**config.mk**
```make
export PLATFORM = sky130hd
export DESIGN_NAME = execute_port_wb_merge
export DESIGN_NICKNAME = d
export VERILOG_FILES = /design/src/rtl/execute_port_wb_merge_pkg.sv /design/src/rtl/execute_port_wb_merge_fifo.sv /design/src/rtl/execute_port_wb_merge.sv
export SDC_FILE = /design/constraint.sdc
export NUM_CORES = 1
export LEC_CHECK = 0
export BUFFER_PORTS_ARGS = -buffer_cell sky130_fd_sc_hd__clkbuf_2
export CORE_MARGIN = 2
export CORE_UTILIZATION = 50
export CTS_CLUSTER_DIAMETER = 30
export CTS_CLUSTER_SIZE = 10
export DETAILED_ROUTE_END_ITERATION = 7
export PLACE_DENSITY = 0.81
export SLEW_MARGIN = 20
export SYNTH_ARGS = -nofsm -noshare
export SYNTH_HDL_FRONTEND = slang
export SYNTH_SLANG_ARGS = --single-unit
```
**constraint.sdc**
```tcl
create_clock -name iCLOCK -period 7.4 [get_ports iCLOCK]
set_input_delay 0.74 -clock iCLOCK [delete_from_list [all_inputs] [get_ports iCLOCK]]
set_output_delay 0.74 -clock iCLOCK [all_outputs]
set_load 0.01 [all_outputs]
```
**src/rtl/execute_port_wb_merge_pkg.sv**
```systemverilog
// Shared definitions for the execute-port writeback merge: payload layout, helpers and
// the exception codes raised by the single-cycle ALU.
package execute_port_wb_merge_pkg;

  // Payload = {hdr, data[DATA_W], flg}; everything except data is fixed width.
  localparam int unsigned HDR_W      = 14;
  localparam int unsigned FLG_W      = 10;
  localparam int unsigned PAY_OVH_W  = HDR_W + FLG_W;
  localparam int unsigned MAX_DATA_W = 64;
  localparam int unsigned MAX_PAY_W  = MAX_DATA_W + PAY_OVH_W;

  typedef struct packed {
    logic [5:0] commit_tag;
    logic       sysreg;
    logic [5:0] regname;
    logic       writeback;
  } wb_hdr_t;

  typedef struct packed {
    logic [4:0] flag;
    logic       flags_wb;
    logic [3:0] flags_regname;
  } wb_flg_t;

  localparam logic [10:0] EXCEPT_NONE     = 11'h000;
  localparam logic [10:0] EXCEPT_DIV_ZERO = 11'h001;
  localparam logic [10:0] EXCEPT_OVERFLOW = 11'h002;
  localparam logic [10:0] EXCEPT_ILLEGAL  = 11'h003;

  function automatic int unsigned hdr_lsb(input int unsigned data_w);
    return data_w + FLG_W;
  endfunction

  // Packs into the widest supported payload; callers truncate to DATA_W + PAY_OVH_W.
  function automatic logic [MAX_PAY_W-1:0] pack_payload(input wb_hdr_t hdr,
                                                        input logic [MAX_DATA_W-1:0] data,
                                                        input wb_flg_t flg,
                                                        input int unsigned data_w);
    logic [MAX_PAY_W-1:0]  p;
    logic [MAX_DATA_W-1:0] mask;
    mask = (data_w >= MAX_DATA_W) ? '1 : ((MAX_DATA_W'(1) << data_w) - MAX_DATA_W'(1));
    p = MAX_PAY_W'(flg);
    p = p | (MAX_PAY_W'(data & mask) << FLG_W);
    p = p | (MAX_PAY_W'(hdr) << hdr_lsb(data_w));
    return p;
  endfunction

  function automatic wb_hdr_t unpack_hdr(input logic [MAX_PAY_W-1:0] p,
                                         input int unsigned data_w);
    return wb_hdr_t'(HDR_W'(p >> hdr_lsb(data_w)));
  endfunction

  function automatic wb_flg_t unpack_flg(input logic [MAX_PAY_W-1:0] p);
    return wb_flg_t'(FLG_W'(p));
  endfunction

endpackage

```
**src/rtl/execute_port_wb_merge_fifo.sv**
```systemverilog
// Single-cycle result FIFO: push at tail, pop at head, flush clears occupancy.
// Overflow is sticky and only cleared by reset.
module wb_merge_fifo #(
  parameter int unsigned DATA_W  = 56,
  parameter int unsigned DEPTH   = 4,
  parameter int unsigned DEPTH_N = 2
) (
  input  logic              iCLOCK,
  input  logic              iRESET_SYNC,
  input  logic              iFLUSH,
  input  logic              iPUSH,
  input  logic [DATA_W-1:0] iPUSH_DATA,
  input  logic              iPOP,
  output logic [DEPTH_N:0]  oCOUNT,
  output logic [DATA_W-1:0] oHEAD,
  output logic              oEMPTY,
  output logic              oOVERFLOW
);

  logic [DATA_W-1:0]  mem_q [DEPTH];
  logic [DEPTH_N-1:0] wr_ptr_q, rd_ptr_q;
  logic [DEPTH_N:0]   count_q;
  logic               overflow_q;
  logic               full, empty, push_ok, pop_ok;

  always_comb begin
    full    = (count_q == (DEPTH_N+1)'(DEPTH));
    empty   = (count_q == '0);
    push_ok = iPUSH && !full && !iFLUSH;
    pop_ok  = iPOP && !empty && !iFLUSH;
  end

  always_ff @(posedge iCLOCK) begin
    if (iRESET_SYNC) begin
      wr_ptr_q   <= '0;
      rd_ptr_q   <= '0;
      count_q    <= '0;
      overflow_q <= 1'b0;
    end else begin
      // A push into a full FIFO is dropped even if a pop retires the head this cycle.
      if (iPUSH && full) overflow_q <= 1'b1;
      if (iFLUSH) begin
        wr_ptr_q <= '0;
        rd_ptr_q <= '0;
        count_q  <= '0;
      end else begin
        if (push_ok) wr_ptr_q <= wr_ptr_q + DEPTH_N'(1);
        if (pop_ok)  rd_ptr_q <= rd_ptr_q + DEPTH_N'(1);
        count_q <= count_q + (DEPTH_N+1)'(push_ok) - (DEPTH_N+1)'(pop_ok);
      end
    end
  end

  always_ff @(posedge iCLOCK) begin
    if (push_ok) mem_q[wr_ptr_q] <= iPUSH_DATA;
  end

  assign oCOUNT    = count_q;
  assign oHEAD     = mem_q[rd_ptr_q];
  assign oEMPTY    = empty;
  assign oOVERFLOW = overflow_q;

endmodule

```
**src/rtl/execute_port_wb_merge.sv**
```systemverilog
// Merges the single-cycle ALU result stream (buffered) with round-robin arbitrated
// long-latency channels into one scheduler writeback per cycle.
module execute_port_wb_merge
  import execute_port_wb_merge_pkg::*;
#(
  parameter int unsigned DATA_W     = 32,
  parameter int unsigned NUM_LL     = 2,
  parameter int unsigned DEPTH      = 4,
  parameter int unsigned DEPTH_N    = 2,
  parameter int unsigned STARVE_MAX = 3,
  localparam int unsigned PAY_W     = DATA_W + PAY_OVH_W
) (
  input  logic                    iCLOCK,
  input  logic                    iRESET_SYNC,
  input  logic                    iFREE_EX,
  input  logic                    iALU_VALID,
  input  logic [PAY_W-1:0]        iALU_PAYLOAD,
  input  logic                    iALU_EXCEPTION_VALID,
  input  logic [10:0]             iALU_EXCEPTION_NUM,
  output logic                    oALU_LOCK,
  input  logic [NUM_LL-1:0]       iLL_VALID,
  input  logic [NUM_LL*PAY_W-1:0] iLL_PAYLOAD,
  output logic [NUM_LL-1:0]       oLL_READY,
  output logic                    oINTERRUPT_ACTIVE,
  output logic [10:0]             oINTERRUPT_NUM,
  output logic                    oWB_VALID,
  output logic [PAY_W-1:0]        oWB_PAYLOAD,
  output logic                    oOVERFLOW
);

  localparam int unsigned RR_W     = (NUM_LL > 1) ? $clog2(NUM_LL) : 1;
  localparam int unsigned STARVE_W = (STARVE_MAX > 0) ? $clog2(STARVE_MAX + 1) : 1;

  logic [RR_W-1:0]     rr_q, rr_d, grant_idx;
  logic [STARVE_W-1:0] starve_q, starve_d;
  logic                lock_q, lock_d;
  logic                irq_q, irq_d;
  logic [10:0]         irq_num_q, irq_num_d;

  logic                alu_push, fifo_pop, ll_win, starved;
  logic                fifo_empty;
  logic [DEPTH_N:0]    fifo_count;
  logic [PAY_W-1:0]    fifo_head;

  // First valid channel at or after ptr, wrapping.
  function automatic logic [RR_W-1:0] rr_pick(input logic [NUM_LL-1:0] valid,
                                              input logic [RR_W-1:0] ptr);
    logic [RR_W-1:0] pick;
    logic            found;
    int unsigned     idx;
    pick  = ptr;
    found = 1'b0;
    for (int unsigned k = 0; k < NUM_LL; k++) begin
      idx = (32'(ptr) + k) % NUM_LL;
      if (!found && valid[RR_W'(idx)]) begin
        found = 1'b1;
        pick  = RR_W'(idx);
      end
    end
    return pick;
  endfunction

  wb_merge_fifo #(
    .DATA_W  (PAY_W),
    .DEPTH   (DEPTH),
    .DEPTH_N (DEPTH_N)
  ) u_fifo (
    .iCLOCK     (iCLOCK),
    .iRESET_SYNC(iRESET_SYNC),
    .iFLUSH     (iFREE_EX),
    .iPUSH      (alu_push),
    .iPUSH_DATA (iALU_PAYLOAD),
    .iPOP       (fifo_pop),
    .oCOUNT     (fifo_count),
    .oHEAD      (fifo_head),
    .oEMPTY     (fifo_empty),
    .oOVERFLOW  (oOVERFLOW)
  );

  always_comb begin
    grant_idx = rr_pick(iLL_VALID, rr_q);
    starved   = (starve_q >= STARVE_W'(STARVE_MAX));
    ll_win    = !iFREE_EX && (|iLL_VALID) && (!starved || fifo_empty);
    fifo_pop  = !iFREE_EX && !ll_win && !fifo_empty;
    alu_push  = iALU_VALID && !lock_q && !iFREE_EX;

    oLL_READY   = '0;
    oWB_VALID   = 1'b0;
    oWB_PAYLOAD = '0;
    if (ll_win) begin
      oLL_READY[grant_idx] = 1'b1;
      oWB_VALID            = 1'b1;
      oWB_PAYLOAD          = iLL_PAYLOAD[grant_idx*PAY_W +: PAY_W];
    end else if (fifo_pop) begin
      oWB_VALID   = 1'b1;
      oWB_PAYLOAD = fifo_head;
    end

    oALU_LOCK = (fifo_count >= (DEPTH_N+1)'(DEPTH - 1)) || lock_q;

    rr_d = rr_q;
    if (ll_win) rr_d = RR_W'((32'(grant_idx) + 1) % NUM_LL);

    starve_d = starve_q;
    if (iFREE_EX || fifo_empty || fifo_pop) begin
      starve_d = '0;
    end else if (ll_win && !starved) begin
      starve_d = starve_q + STARVE_W'(1);
    end

    lock_d = lock_q;
    if (iFREE_EX) begin
      lock_d = 1'b0;
    end else if (alu_push && iALU_EXCEPTION_VALID) begin
      lock_d = 1'b1;
    end

    irq_d     = alu_push && iALU_EXCEPTION_VALID;
    irq_num_d = irq_d ? iALU_EXCEPTION_NUM : irq_num_q;
  end

  always_ff @(posedge iCLOCK) begin
    if (iRESET_SYNC) begin
      rr_q      <= '0;
      starve_q  <= '0;
      lock_q    <= 1'b0;
      irq_q     <= 1'b0;
      irq_num_q <= EXCEPT_NONE;
    end else begin
      rr_q      <= rr_d;
      starve_q  <= starve_d;
      lock_q    <= lock_d;
      irq_q     <= irq_d;
      irq_num_q <= irq_num_d;
    end
  end

  assign oINTERRUPT_ACTIVE = irq_q;
  assign oINTERRUPT_NUM    = irq_num_q;

endmodule

```
==> results of run 1 <==
==> path summary, 6_finish.rpt <==
kind / cells after the start / from / endpoint
max: 7 / iLL_VALID[1] / oWB_PAYLOAD[10]
min: 1 / iALU_PAYLOAD[47] / u_fifo.mem_q[2][47]$_DFFE_PP_
max reg2reg: 11 / starve_q[0]$_SDFFE_PP0P_ / u_fifo.oCOUNT[2]$_SDFF_PP0_
min reg2reg: 1 / starve_q[0]$_SDFFE_PP0P_ / starve_q[0]$_SDFFE_PP0P_
==> cell usage in the layout, fill, tap and decap left out, drive strengths merged <==
cell | netlist | layout
buf | 35 | 8
nand3 | 4 | 4
and3 | 6 | 6
or3 | 1 | 1
nand2b | 1 | 1
fa | 1 | 1
a21boi | 1 | 1
nand2 | 24 | 24
o21bai | 1 | 1
or4 | 1 | 1
and4bb | 1 | 1
nand4bb | 1 | 1
a311oi | 1 | 1
nor4 | 1 | 1
o22ai | 56 | 56
a32oi | 56 | 56
mux4 | 56 | 56
inv | 26 | 32
clkinvlp | 0 | 11
or3b | 2 | 2
ha | 8 | 8
clkinv | 40 | 55
clkbuf | 12 | 309
o31ai | 2 | 2
o21ai | 4 | 4
xor2 | 1 | 1
a21oi | 19 | 19
or2 | 1 | 1
nor2 | 10 | 10
o21ba | 1 | 1
nor3 | 1 | 1
bufinv | 0 | 4
a31oi | 1 | 1
nor3b | 2 | 2
dfxtp | 26 | 26
nor4b | 1 | 1
edfxtp | 224 | 224
==> worst max-delay path, stage by stage <==
cell and delay, ps:
clkbuf_2 80, buf_4 340, a21boi_4 730, buf_4 490, a32oi_1 130, o22ai_1 200
clkbuf_2 190
==> report_power, final <==
group	switching [uW]	leakage [uW]	total, uW	internal (uW)
sequential	7.76	0.00225	1570	1560
combinational	130	0.00204	235	105
clock	707	0.000738	2040	1340
total	845	0.00502	3850	3000
==> layout make-up <==
| cell class | count | area, sq um |
|---|---|---|
| fill | 1517 | 7390 |
| sequential | 250 | 7250 |
| multi-input combinational | 265 | 3000 |
| timing repair buffer | 266 | 1350 |
| clock buffer | 51 | 1210 |
| clock inverter | 36 | 355 |
| tap | 275 | 344 |
| inverter | 66 | 248 |
==> state kept, by name, summed over array words and instances (netlist names), 2 cells and up, named ones only <==
| signal | flops |
|---|---|
| starve_q | 2 |
| u_fifo.mem_q | 224 |
| u_fifo.oCOUNT | 3 |
| u_fifo.wr_ptr_q | 2 |
| oINTERRUPT_NUM | 11 |
| u_fifo.rd_ptr_q | 2 |
==> through the flow <==
stage,worst slack [ps],hold WS (ps),power [uW]
2_1_floorplan,4380,406,1730
3_3_place_gp,3780,420,1830
3_5_place_dp,3760,434,1830
4_1_cts,3700,394,3890
5_1_grt,3560,407,3980
6_report,3690,412,3850
==> logic make-up (layout without fill, tap and decap cells) <==
family                     after synthesis  count (layout)  synth area share
DFF                                    250             250             0.668
xor gates and xnor gates                 1               1          0.000808
AOI/OAI and AO/OA                      142             142             0.118
adders and majority gates                9               9            0.0111
buffers and inverters                  113             419            0.0582
muxes                                   56              56             0.116
and+or+nand+nor                         57              57            0.0279
==> Yosys cell counts (2+ instances only) <==
master | instances | area share
o21ai_0 | 4 | 0.0018
mux4_2 | 56 | 0.12
clkbuf_1 | 11 | 0.0038
ha_1 | 8 | 0.0092
nand3_1 | 3 | 0.0014
buf_4 | 6 | 0.0042
buf_6 | 5 | 0.0052
dfxtp_1 | 26 | 0.048
a21oi_1 | 19 | 0.0088
o22ai_1 | 16 | 0.0092
a32oi_1 | 56 | 0.045
o22ai_2 | 40 | 0.046
nand2_1 | 24 | 0.0083
buf_12 | 7 | 0.013
clkinv_1 | 40 | 0.014
buf_2 | 15 | 0.0069
nor2_1 | 10 | 0.0035
o31ai_1 | 2 | 0.0014
edfxtp_1 | 224 | 0.62
and3_1 | 6 | 0.0035
nor3b_1 | 2 | 0.0014
inv_1 | 25 | 0.0087
==> layer usage <==
| metal | vias up | GRT usage | wire length (um) |
|---|---|---|---|
| li1 | 3108 | - | - |
| met1 | 3368 | 0.245 | 9250 |
| met2 | 266 | 0.366 | 12600 |
| met3 | 41 | 0.0446 | 1510 |
| met4 | 2 | 0.0790 | 507 |
| met5 | - | 0 | 16 |
==> impl_metrics.csv, run 1 <==
group,metric,value,unit
status,status,"complete, no violations",
clocking,clk_pin_slew,50,ps
critical_path,worst-setup-path-type,"in -> out",
timing,period_share,0.501,
critical_path,rrSetupSlack,4590,ps
placed_design,dpl.cell_count,1122,
synthesis,netlist_area,10800,sq um
timing,hold_viol,0,
clocking,cts_buffers,48,
clocking,cts-htree-levels,2,
placed_design,dp.final_hpwl,14.8,mm
grt,antenna_found_initial,1,
floorplan,num_io_pins,259,
layout,antenna_cells,0,
drt,dr.pass1.iters,5,
pwr,p_per_area,280,nW/um^2
placed_design,place.gp.congestion,0.754,
timing,worst_clock_skew,20.7,ps
timing,fin_crit,3710,ps
timing,finalSetupViolCount,0,
drt,routed_wl,23.8,mm
drt,avgRoutedWirePerCell,19.7,um
critical_path,crit_path_start_kind,"input pin",
synthesis,yosysUniqueCellTypes,45,
layout,fin_cells,1209,
synthesis,synth_fp_nets,823,
floorplan,initial_core_util,0.513,
timing,rsz0062_at_grt,"false",
floorplan,dieHeight,151,um
layout,nets,1092,
clocking,cts_num_sinks,250,
drt,remaining_drc_errors,0,
timing,setup_tns,0,ps
critical_path,end_kind,"primary output",
layout,fin_area,13800,sq um
drt,drt_iter0_markers,336,
timing,slew_headroom,0.329,
worst_hold_path,hp-class,"in -> reg",
synthesis,ys_seq_area_frac,0.668,
synthesis,synth_seq_cells,250,
grt,grt.overflow.total,0,
pwr,peakVddDrop,0.197,mV
clocking,cts_buffer_depth,3,
placed_design,io_buffers,258,
synthesis,async_flop_share,0,
grt,grt_max_degree,63,
critical_path,cp_max_fo,62,
floorplan,rows,53,
floorplan,fp.dieW,151,um
timing,fmax,0.270,GHz
grt,grt_pass1_vias,6775,
clocking,post_cts_buffers,0,
drt,vias,6785,
clocking,cts_tree,"yes",
clocking,clock_latency,540,ps
drt,route.detailed.vias_per_inst,5.61,
synthesis,ys_warn_count,0,
clocking,cts.repair.resized,0,
layout,syn_to_final_growth,26.9,%
floorplan,die_area,22900,sq um
layout,drive_gt1_frac,0.491,
grt,track_usage,0.206,
floorplan,coreArea,21200,sq um
placed_design,postPlaceCellArea,12200,sq um
timing,slew_violations,0,
job,maxCapViolations,0,
synthesis,synth_edf_count,224,
synthesis,syn_avg_cell_area,17.3,sq um
pwr,leakagePower,0.00502,uW
synthesis,synthCells,628,
drt,final_antenna_net_count,0,
critical_path,crit_required,6660,ps
synthesis,synth_ff_type,"edfxtp_1",
timing,tightest_slew,1010,ps
grt,grt_pass1_wl,35.5,mm
clocking,ctsHoldBuffers,0,
critical_path,crit_arrival,2970,ps
layout,finish.utilization,0.651,
clocking,clockRootBuffer,"clkbuf_16",
(Power assumes the default switching activity.)
==> run 2, diff against run 1 <==
- ABC_AREA: default -> 1
- CORE_UTILIZATION: 50 -> 49
- PLACE_DENSITY: 0.81 -> 0.82
- clock period: 7.4 -> 3.2 ns (I/O delays scaled with it)
==> run 2 against run 1 <==
Core utilization decreased by 2.0 points. Register-to-register slack got worse by 3800 ps. Non-clock buffer count increased by 7. Area after synthesis increased by 4.5%. Clock power increased by 150%. Global-route usage increased by 1.1 points. Cell area increased by 4.1%. Synthesized cell count increased by 77%. Critical path type is now reg -> out. Largest power group unchanged.
==> impl_metrics.csv, run 2 <==
group,metric,value,unit
critical_path,end_kind,"primary output",
synthesis,synth_top_cell_area_share,0.593,
clocking,post_cts_buffers,0,
timing,rsz0062_at_grt,"false",
timing,hold_viol,0,
drt,route.detailed.vias_per_inst,5.21,
synthesis,post-synth-top-count-cell,"nand2_1",
clocking,cts-htree-levels,2,
clocking,ctsHoldBuffers,0,
drt,dr.pass1.iters,5,
layout,mostFrequentLayoutCell,"nand2_1",
floorplan,die_area,24400,sq um
pwr,netSwitchingFraction,0.206,
pwr,p_per_area,649,nW/um^2
layout,drive_gt1_frac,0.276,
timing,setup_ws,369,ps
drt,final_antenna_net_count,0,
layout,fin_cells,1682,
grt,track_usage,0.217,
pwr,peakVddDrop,0.458,mV
drt,avgRoutedWirePerCell,15.9,um
synthesis,synthTopCellsByArea,"edfxtp_1 (59%), nand2_1 (10%), a21oi_1 (5.6%), dfxtp_1 (4.6%), inv_1 (4.2%)",
pwr,p_comb_frac,0.067,
clocking,clockRootBuffer,"clkbuf_16",
clocking,cts_tree,"yes",
clocking,cts_buffers,43,
critical_path,timing.rr.start,"starve_q[0]$_SDFFE_PP0P_",
critical_path,rrSetupSlack,830,ps
synthesis,ys_warn_count,0,
synthesis,synth_ff_type,"edfxtp_1",
timing,slew_violations,0,
drt,remaining_drc_errors,0,
grt,antenna_found_initial,0,
critical_path,r2r_end,"u_fifo.oCOUNT[2]$_SDFF_PP0_",
critical_path,crit_path_max_incr_delay,370,ps
drt,drt_iter0_markers,554,
placed_design,dp.final_hpwl,15.9,mm
critical_path,crit_arrival,2510,ps
timing,fin_crit,2830,ps
floorplan,fp.dieW,156,um
placed_design,dpl.cell_count,1605,
layout,nets,1560,
layout,syn_to_final_growth,26.4,%
pwr,p_seq_frac,0.392,
layout,fin_area,14300,sq um
grt,grt.overflow.total,0,
synthesis,synthTopCellsByCount,"nand2_1 (307), edfxtp_1 (224), inv_1 (128)",
critical_path,cp_max_fo,36,
synthesis,synth_fp_nets,1307,
pwr,leakagePower,0.00636,uW
worst_hold_path,hp-start,"iALU_PAYLOAD[12]",
critical_path,crit_path_start_kind,"flop",
pwr,p_sw,1920,uW
clocking,cts_buffer_depth,3,
grt,grt_pass1_vias,8464,
placed_design,place.gp.congestion,0.803,
synthesis,async_flop_share,0,
timing,hold_slack,27.0,ps
timing,finalSetupViolCount,0,
layout,largest_reg_flops,224,
grt,grt_pass1_wl,41.6,mm
critical_path,cp_slowest_cell,"buf_6",
timing,setup_tns,0,ps
timing,tightest_slew,1070,ps
drt,routed_wl,26.8,mm
worst_hold_path,min_path_cells,1,
placed_design,io_buffers,258,
layout,fill_cells,1757,
timing,slew_headroom,0.290,
layout,antenna_cells,0,
layout,top_register,"u_fifo.mem_q",
synthesis,synth_edf_count,224,
synthesis,netlist_area,11300,sq um
synthesis,synth_seq_cells,250,
synthesis,yosysTopAreaCell,"edfxtp_1",
worst_hold_path,hp-class,"in -> reg",
clocking,cts_num_sinks,250,
critical_path,r2r_cells,11,
drt,vias,8763,
synthesis,ys_seq_area_frac,0.639,
floorplan,initial_core_util,0.499,
status,status,"complete, no violations",
grt,grt_max_degree,121,
job,maxCapViolations,0,
critical_path,cp_cell_sequence,"ha_1 > nand3b_4 > nand2_4 > inv_4 > buf_6 > nand3_1 > nand2_1 > clkbuf_2",
pwr,intPower,7380,uW
clocking,clock_latency,510,ps
timing,worst_clock_skew,12.6,ps
layout,multi_input_area,3170,sq um
placed_design,postPlaceCellArea,12700,sq um
layout,mostFrequentLayoutCells,"nand2_1 (307), clkbuf_2 (258), edfxtp_1 (224), inv_1 (128), a21oi_1 (126)",
floorplan,num_io_pins,259,
critical_path,crit_required,2880,ps
timing,fmax,0.353,GHz
timing,period_share,0.885,
worst_hold_path,hold_end,"u_fifo.mem_q[0][12]$_DFFE_PP_",
placed_design,dp_slack,771,ps
layout,regArea,7250,sq um
synthesis,synthCells,1112,
synthesis,yosysUniqueCellTypes,31,
floorplan,dieHeight,156,um
critical_path,worst-setup-path-type,"reg -> out",
synthesis,syn_avg_cell_area,10.2,sq um
floorplan,rows,55,
pwr,clockPowerShare,0.541,
clocking,clk_pin_slew,50,ps
floorplan,coreArea,22700,sq um
==> run 2: cell types whose count changed in the layout (fill, tap and decap cells not counted), moves of 48 or more <==
cell / change
mux4_2: -56
nand2_1: +284
o21ai_0: +52
a21oi_1: +107
nand3_1: +48
o21ai_1: +59
inv_1: +103
a32oi_1: -56
==> run 2: how the worst max path moves through the flow <==
stage,start,endpoint,slack (ps)
2_1_floorplan,iFREE_EX,u_fifo.mem_q[0][0]$_DFFE_PP_,-380
3_3_place_gp,starve_q[0]$_SDFFE_PP0P_,oWB_PAYLOAD[4],840
3_5_place_dp,starve_q[0]$_SDFFE_PP0P_,oWB_PAYLOAD[4],770
4_1_cts,starve_q[1]$_SDFFE_PP0P_,oWB_PAYLOAD[4],200
5_1_grt,starve_q[1]$_SDFFE_PP0P_,oWB_PAYLOAD[4],170
6_report,starve_q[0]$_SDFFE_PP0P_,oWB_PAYLOAD[4],370
==> run 2: cells by family after synthesis <==
group,Yosys count,synth area share
simple gates,407,0.155
flops,250,0.639
compound gates,244,0.110
buf+inv,200,0.0837
fa+ha+maj,9,0.0106
xor+xnor,2,0.00155
==> run 2: what timing repair did <==
action | 4_1_cts | 5_1_grt
resized for setup | 0 | 1
endpoints found under the hold margin | 0 | 0
setup endpoints to repair | 0 | 1
==> run 2: cell type report <==
class                      count  area share
sequential                   250       0.506
multi-input combinational    662       0.221
timing repair buffer         273      0.0999
clock buffer                  47      0.0791
inverter                     135      0.0357
clock inverter                30      0.0332
tap                          285      0.0249
==> run 2: per-layer routing <==
layer / routed length, um / part of all wire / vias to the layer above / GRT usage
met5: 0 / 0 / - / 0
met4: 724 / 0.027 / 0 / 0.0804
met3: 2240 / 0.084 / 56 / 0.0511
met2: 13200 / 0.49 / 382 / 0.377
met1: 10700 / 0.40 / 4076 / 0.264
li1: - / - / 4249 / -
==> run 2: critical path, delay by kind of cell, from the launching register on <==
kind | cells | cell delay (ps)
buf+inv | 3 | 750
fa+ha+maj | 1 | 260
flops | 1 | 340
simple gates | 4 | 610
==> run 2: power groups by stage <==
stage	Combinational [uW]	Clock, uW	Sequential [uW]
detailed placement	618	0	3710
global placement	598	0	3700
floorplan	349	0	3710
finish	621	5030	3650
CTS	627	5090	3650
global route	700	5240	3650
==> run 2: per-stage QoR <==
stage                      util  total power [uW]
after floorplan               -              4060
after global routing      0.631              9590
after detailed placement  0.560              4320
after global placement    0.560              4300
final                     0.631              9300
after CTS                 0.631              9360
